--- config.mk ---
export PLATFORM = sky130hd
export DESIGN_NAME = mac_acc_array
export DESIGN_NICKNAME = d
export VERILOG_FILES = /design/src/rtl/mac_acc_array.sv
export SDC_FILE = /design/constraint.sdc
export NUM_CORES = 2
export LEC_CHECK = 0
export BUFFER_PORTS_ARGS = -buffer_cell sky130_fd_sc_hd__buf_2
export CAP_MARGIN = 40
export CORE_MARGIN = 2
export CORE_UTILIZATION = 35
export CTS_CLUSTER_SIZE = 25
export DETAILED_ROUTE_END_ITERATION = 16
export GPL_TIMING_DRIVEN = 0
export PLACE_DENSITY = 0.51
export SLEW_MARGIN = 10
export SYNTH_ARGS = -nofsm -noshare
export SYNTH_HDL_FRONTEND = slang
export SYNTH_SLANG_ARGS = --single-unit
--- constraint.sdc ---
create_clock -name clk -period 4.7 [get_ports clk]
set_input_delay 0.94 -clock clk [delete_from_list [all_inputs] [get_ports clk]]
set_output_delay 0.94 -clock clk [all_outputs]
set_load 0.005 [all_outputs]
--- src/rtl/mac_acc_array.sv ---
// mac_acc_array: N_TAP-way signed multiply-accumulate engine.
// Input register, product register, fully registered adder tree, then a
// group accumulator driven by first_i/last_i beat markers.
// Optional build macro MAC_ACC_SAT_EN: saturating accumulation with a sticky
// per-group overflow flag reported on ovf_o. Without it, accumulation wraps
// and ovf_o is tied low.

module mac_acc_array #(
    parameter int N_TAP = 9,
    parameter int DW    = 8,
    parameter int ACCW  = 24
) (
    input  logic                  clk,
    input  logic                  rstn,
    input  logic                  vld_i,
    input  logic                  first_i,
    input  logic                  last_i,
    input  logic [N_TAP*DW-1:0]   win,
    input  logic [N_TAP*DW-1:0]   din,
    output logic [ACCW-1:0]       acc_o,
    output logic                  vld_o,
    output logic                  ovf_o
);

    localparam int T  = $clog2(N_TAP);
    localparam int PW = 2 * DW;
    localparam int SW = PW + T;

    // Number of live nodes at tree level l (level 0 = products).
    function automatic int lvl_cnt(input int l);
        int c;
        c = N_TAP;
        for (int j = 0; j < l; j++) c = (c + 1) / 2;
        return c;
    endfunction

    logic signed [DW-1:0]   w_p0   [N_TAP];
    logic signed [DW-1:0]   x_p0   [N_TAP];
    // tree_p[0] is the product stage (p1); tree_p[l] is tree level l (stage p(1+l)).
    logic signed [SW-1:0]   tree_p [T+1][N_TAP];
    // Control delay line; bit k is aligned with pipeline stage pk.
    logic [T+1:0]           vld_p;
    logic [T+1:0]           first_p;
    logic [T+1:0]           last_p;

    logic signed [ACCW-1:0] acc;
    logic signed [ACCW-1:0] acc_base;
    logic signed [ACCW-1:0] acc_nxt;

`ifdef MAC_ACC_SAT_EN
    localparam int EW = ((ACCW > SW) ? ACCW : SW) + 1;

    logic signed [EW-1:0]   sum_e;
    logic                   clamp;
    logic                   ovf_flag;
    logic                   ovf_flag_nxt;

    // Clamp a wide sum into ACCW signed range; MSB of result flags a clamp.
    function automatic logic [ACCW:0] sat_acc(input logic signed [EW-1:0] s);
        logic signed [EW-1:0] hi;
        logic signed [EW-1:0] lo;
        hi = {{(EW-ACCW+1){1'b0}}, {(ACCW-1){1'b1}}};
        lo = ~hi;
        if (s > hi)      return {1'b1, hi[ACCW-1:0]};
        else if (s < lo) return {1'b1, lo[ACCW-1:0]};
        else             return {1'b0, s[ACCW-1:0]};
    endfunction
`endif

    // ---- stage p0: operand capture, only on valid beats
    always_ff @(posedge clk or negedge rstn) begin
        if (!rstn) begin
            for (int k = 0; k < N_TAP; k++) begin
                w_p0[k] <= '0;
                x_p0[k] <= '0;
            end
        end else if (vld_i) begin
            for (int k = 0; k < N_TAP; k++) begin
                w_p0[k] <= win[k*DW +: DW];
                x_p0[k] <= din[k*DW +: DW];
            end
        end
    end

    // Control markers travel alongside the data through every stage.
    always_ff @(posedge clk or negedge rstn) begin
        if (!rstn) begin
            vld_p   <= '0;
            first_p <= '0;
            last_p  <= '0;
        end else begin
            vld_p   <= {vld_p[T:0],   vld_i};
            first_p <= {first_p[T:0], vld_i & first_i};
            last_p  <= {last_p[T:0],  vld_i & last_i};
        end
    end

    // ---- stage p1: products; stages p2..p(1+T): pairwise adder tree
    always_ff @(posedge clk or negedge rstn) begin
        if (!rstn) begin
            for (int l = 0; l <= T; l++)
                for (int i = 0; i < N_TAP; i++)
                    tree_p[l][i] <= '0;
        end else begin
            for (int i = 0; i < N_TAP; i++)
                tree_p[0][i] <= SW'(PW'(w_p0[i]) * PW'(x_p0[i]));
            for (int l = 1; l <= T; l++) begin
                for (int i = 0; i < N_TAP; i++) begin
                    if (2*i + 1 < lvl_cnt(l-1))
                        tree_p[l][i] <= tree_p[l-1][2*i] + tree_p[l-1][2*i+1];
                    else if (2*i < lvl_cnt(l-1))
                        tree_p[l][i] <= tree_p[l-1][2*i];   // odd leftover passes through
                    else
                        tree_p[l][i] <= '0;
                end
            end
        end
    end

    // Next accumulator value: restart on first, else add tree sum.
    always_comb begin
        acc_base = first_p[T+1] ? '0 : acc;
`ifdef MAC_ACC_SAT_EN
        sum_e            = EW'(acc_base) + EW'(tree_p[T][0]);
        {clamp, acc_nxt} = sat_acc(sum_e);
        ovf_flag_nxt     = (first_p[T+1] ? 1'b0 : ovf_flag) | clamp;
`else
        acc_nxt          = acc_base + ACCW'(tree_p[T][0]);
`endif
    end

    // ---- stage acc: accumulate, emit and clear on last
    always_ff @(posedge clk or negedge rstn) begin
        if (!rstn) begin
            acc   <= '0;
            acc_o <= '0;
            vld_o <= 1'b0;
        end else begin
            vld_o <= 1'b0;
            if (vld_p[T+1]) begin
                if (last_p[T+1]) begin
                    acc_o <= acc_nxt;
                    vld_o <= 1'b1;
                    acc   <= '0;
                end else begin
                    acc   <= acc_nxt;
                end
            end
        end
    end

`ifdef MAC_ACC_SAT_EN
    // Sticky per-group clamp flag, reported with the group result.
    always_ff @(posedge clk or negedge rstn) begin
        if (!rstn) begin
            ovf_flag <= 1'b0;
            ovf_o    <= 1'b0;
        end else if (vld_p[T+1]) begin
            if (last_p[T+1]) begin
                ovf_o    <= ovf_flag_nxt;
                ovf_flag <= 1'b0;
            end else begin
                ovf_flag <= ovf_flag_nxt;
            end
        end
    end
`else
    assign ovf_o = 1'b0;
`endif

endmodule

Word-level counts from Yosys, hierarchy flattened
Cells that the tools add are included.
{ "totals": {"reg_bits": 563, "wordCells": 69} }
{ "classes": {"bitwise": 2, "addsub": 9, "reduce_logical": 1, "n_mux": 4, "n_mul": 9} }
{ "ops": {"columns": ["op", "n"], "rows": [
  ["$mul A8 B8 Y16", 9],
  ["$add A16 B16 Y17", 4],
  ["$add A20 B20 Y20", 3],
  ["$mux W24", 2],
  ["$add A24 B20 Y24", 1],
  ["$add A20 B16 Y20", 1],
  ["$and A1 B1 Y1", 2],
  ["$mux W1", 2],
  ["$reduce_and A2 Y1", 1]
]} }

Longest topological paths before layout
{ "depth": {"ltp_word": 3, "depth_mapped": 18, "ltp_nobuf": 18} }

Worst setup path after synthesis
Ideal clock, no wire load.
{ "synth_path": {"kind": "flip-flop to flip-flop", "start": "register w_p0[71] (netlist bit)", "end": "register tree_p[894] (netlist bit)", "setup_slack_ns": 0.310, "setup_ns": 0.080, "arrival_time_ns": 4.310, "path_stages_with_launch": 18, "t_required_ns": 4.620, "path_cell_list": "dfrtp_1 clkbuf_1 and2_1 fa_1 inv_1 fa_1 inv_1 fa_1 inv_1 fa_1 inv_1 ha_1 a21oi_1 o21bai_1 a2111o_1 a31o_1 a21oi_1 xnor2_1"} }
{ "synth_between": {"elab_chain_len": 1} }
{ "synth_lines": {"columns": ["item", "line_no", "text"], "rows": [
  ["from (decl)", "37", "logic signed [DW-1:0] w_p0 [N_TAP];"],
  ["from (signal, indexed assignment)", "79", "w_p0[k] <= win[k*DW +: DW];"],
  ["$mul A8 B8 Y16", "106", "tree_p[0][i] <= SW'(PW'(w_p0[i]) * PW'(x_p0[i]));"],
  ["to (signal, indexed assignment)", "106", null],
  ["to (signal, indexed assignment)", "110", "tree_p[l][i] <= tree_p[l-1][2*i] + tree_p[l-1][2*i+1];"],
  ["to (signal, indexed assignment)", "112", "tree_p[l][i] <= tree_p[l-1][2*i];"],
  ["to (decl)", "40", "logic signed [SW-1:0] tree_p [T+1][N_TAP];"]
]} }
No other way between the ends.
A chain may end at the register's enable or synchronous reset.

Final worst setup path
{ "layout_path": {"start": "register w_p0[5] (netlist bit)", "end": "register tree_p[735] (netlist name)"} }
{ "layout_between": {"elab_chain_len": 1} }
{ "layout_lines": {"columns": ["item", "line_no"], "rows": [
  ["$mul A8 B8 Y16", "106"]
]} }
No other way between the ends.

==> impl_metrics.py <==
metrics = {
    "setup_path": {
        "cp_slowest_cell": "fa_1",
        "r2r_cells": 17,
        "critPathCaptureType": "flop",
        "cp.depth": 17,
        "crit_chain": "and2_1 > fa_1 > inv_1 > fa_1 > inv_1 > fa_1 > inv_1 > fa_1 > inv_1 > ha_4 > nand2_1 > o211ai_1 > a21oi_2 > o21bai_2 > a211oi_2 > a21oi_2 > xnor2_2",
        "r2r_slack_ns": 0.15,
        "cp-start-kind": "flop",
        "worst_r2r_endpoint": "tree_p[735]",
        "cp.arrival_ns": 5.08,
        "worstSetupPathType": "flop to flop",
        "r2r-start": "w_p0[5]",
        "critPathMaxFanout": 8,
        "max_stage_delay_ns": 0.54,
        "cp_num_buf_inv": 4,
        "required_ns": 5.22,
        "critPathTopFamily": "adder cells",
    },
    "place": {
        "portBuffers": 173,
        "dp_hpwl_um": 82200,
        "gp_congestion": 0.814,
    },
    "yosys": {
        "ys_seq_elements": 551,
        "syn_area_um2": 45600,
        "syn_nets": 5463,
        "synth_ff_type": "dfrtp_1",
        "synth_async_sr_flop_share_pct": 100,
        "syn-instance-count": 4390,
        "ys_seq_area_share_pct": 30.2,
        "avgSynthCellArea_um2": 10.4,
        "ys_warn_count": 0,
        "synth_cell_types": 78,
        "synth_edf_count": 0,
    },
    "timing": {
        "clock.fmax_ghz": 0.220,
        "fin_setup_tns_ns": 0,
        "drv_slew": 0,
        "period_minus_slack_ns": 4.55,
        "hold_viol_final": 0,
        "slew_headroom_pct": 40.1,
        "skew_ns": 0.0277,
        "worst_slew_pin_slew_ns": 0.898,
        "period_share_pct": 96.9,
        "finalSetupViolCount": 0,
    },
    "flow_run": {
        "cap_violations": 0,
    },
    "die": {
        "ios": 175,
        "start_util_pct": 35.2,
        "dieWidth_um": 365,
        "die-area_um2": 133000,
        "core_um2": 129000,
        "std_cell_rows": 132,
        "die_h_um": 365,
    },
    "grt": {
        "grt_pass1_wl_um": 170000,
        "antenna_found_initial": 4,
        "grt_usage_pct": 16.0,
        "grt_max_degree": 110,
        "grt_pass1_vias": 31300,
        "overflow": 0,
    },
    "clocking": {
        "cts_tree": "yes",
        "root_buffer": "clkbuf_16",
        "cts_sinks": 551,
        "clkLatencyLatePin_ns": 0.66,
        "cts-htree-levels": 3,
        "clk_path_buf_depth": 3,
        "clk_pin_slew_ns": 0.06,
        "cts_buffers": 71,
    },
    "route": {
        "via_count": 30100,
        "ant_nets": 0,
        "drc": 0,
        "vias_per_cell": 4.65,
        "wl_per_cell_um": 15.8,
        "routed_wl_um": 102000,
        "drtIter0Drc": 1460,
        "first_pass_iters": 5,
    },
    "final_layout": {
        "area_delta_synth_final_pct": 13.5,
        "n_antenna_cell": 0,
        "drive_gt1_share_pct": 13.3,
        "layout.nets": 5746,
    },
    "run_status": {
        "outcome": "finished clean",
    },
    "min_path": {
        "hp-class": "input port to asynchronous set/reset pin",
    },
}
[layout make-up]
cell class | instances | area (µm²)
inverter | 810 | 3040
buffer | 40 | 160
fill | 13000 | 77700
clock buffer | 95 | 1960
tap | 1742 | 2180
sequential | 551 | 13900
clock inverter | 33 | 433
multi-input combinational | 2976 | 28800
timing repair buffer | 223 | 1360
[cells by family (layout without fill, tap and decap cells)]
logic type,Yosys count,count (layout),synth area share (%)
XOR/XNOR,262,262,5.03
multiplexers,161,161,3.95
other,1,1,0.00822
AND/OR/NAND/NOR,1085,1085,12.4
adder cells (fa/ha/maj),924,924,33.6
buffers and inverters,863,1201,7.11
flip-flops,551,551,30.2
AO/OA/AOI/OAI,543,543,7.64
[cells in the final DEF (no fill, tap or decap), drive strengths merged, types with 21 or more instances in the layout]
cell type,netlist,final
fa,504,504
a31oi,22,22
o22ai,24,24
xnor2,217,217
nand2b,28,28
clkbuf,50,133
ha,420,420
buf,3,225
o21bai,21,21
a211oi,22,22
and2,379,379
o21a,35,35
xor2,45,45
dfrtp,551,551
a21oi,154,154
inv,809,816
nand2,259,259
nor3,48,48
nor2,161,161
nand3,42,42
o21ai,122,122
a21o,37,37
mux2,154,154
nor2b,88,88
[synthesized netlist by cell type, types with 10 or more instances]
master	count	area, µm²
xnor2_1	217	1900
nand4_1	13	81.3
o21a_1	35	263
nand2_1	259	972
and3_1	20	125
a31oi_1	22	138
nor4_1	12	75.1
o31a_1	10	87.6
o21ai_0	97	485
o211ai_1	19	143
dfrtp_1	551	13800
ha_1	420	5260
inv_1	809	3040
nor2b_1	87	544
o21ai_1	24	120
a21boi_0	14	105
nor3_1	48	240
a21o_1	37	278
mux2_2	154	1730
nor2_1	161	604
nand2b_1	28	175
o21bai_1	21	158
nand3_1	42	210
a21oi_1	152	761
o22ai_1	24	150
fa_1	504	10100
clkbuf_1	50	188
and2_1	379	2370
xor2_1	45	394
a211oi_1	22	165
or4_1	10	75.1
[state kept, by name (all words and copies together), names as in the netlist]
signal	cells
tree_p	340
x_p0	72
vld_o	1
w_p0	72
acc_o	24
last_p	6
vld_p	6
first_p	6
acc	24
[layer usage]
metal  share of wire, %  GRT usage, %
met1                 50          23.7
met5                  0             0
met2                 43          24.6
met3                4.0          2.20
met4                2.1          4.00
[worst max path at each step]
stage | from | to | slack, ns
after global routing | w_p0[20] | tree_p[774] | -0.02
after global placement | rstn | x_p0[67] | -9.03
after CTS | w_p0[7] | tree_p[735] | -0.07
after floorplan | w_p0[71] | tree_p[894] | 0.31
final | w_p0[5] | tree_p[735] | 0.15
after detailed placement | w_p0[7] | tree_p[735] | -0.35
[repair_timing]
item / in CTS / in global routing
endpoints found under the hold margin: 0 / 0
pin swaps: 9 / 23
hold buffers: 0 / 0
setup endpoints to repair: 13 / 30
setup buffers: 5 / 40
cloned: 0 / 0
gates resized for setup: 24 / 100
[per-stage QoR]
| stage | cells | setup slack [ns] | utilization [%] | area (µm²) | hold WS, ns |
|---|---|---|---|---|---|
| after global routing | 6470 | -0.0152 | 40.0 | 51800 | 0.352 |
| after detailed placement | 6310 | -0.350 | 37.7 | 48800 | 0.335 |
| after global placement | 6305 | -9.03 | 37.6 | 48700 | 0.334 |
| after floorplan | 4390 | 0.310 | - | 45600 | 0.331 |
| final | 6470 | 0.146 | 40.0 | 51800 | 0.334 |
| after CTS | 6440 | -0.0732 | 39.6 | 51300 | 0.315 |
Power is not shown: default switching activity piles up to over one toggle a cycle in this logic, so the estimate is an artifact.
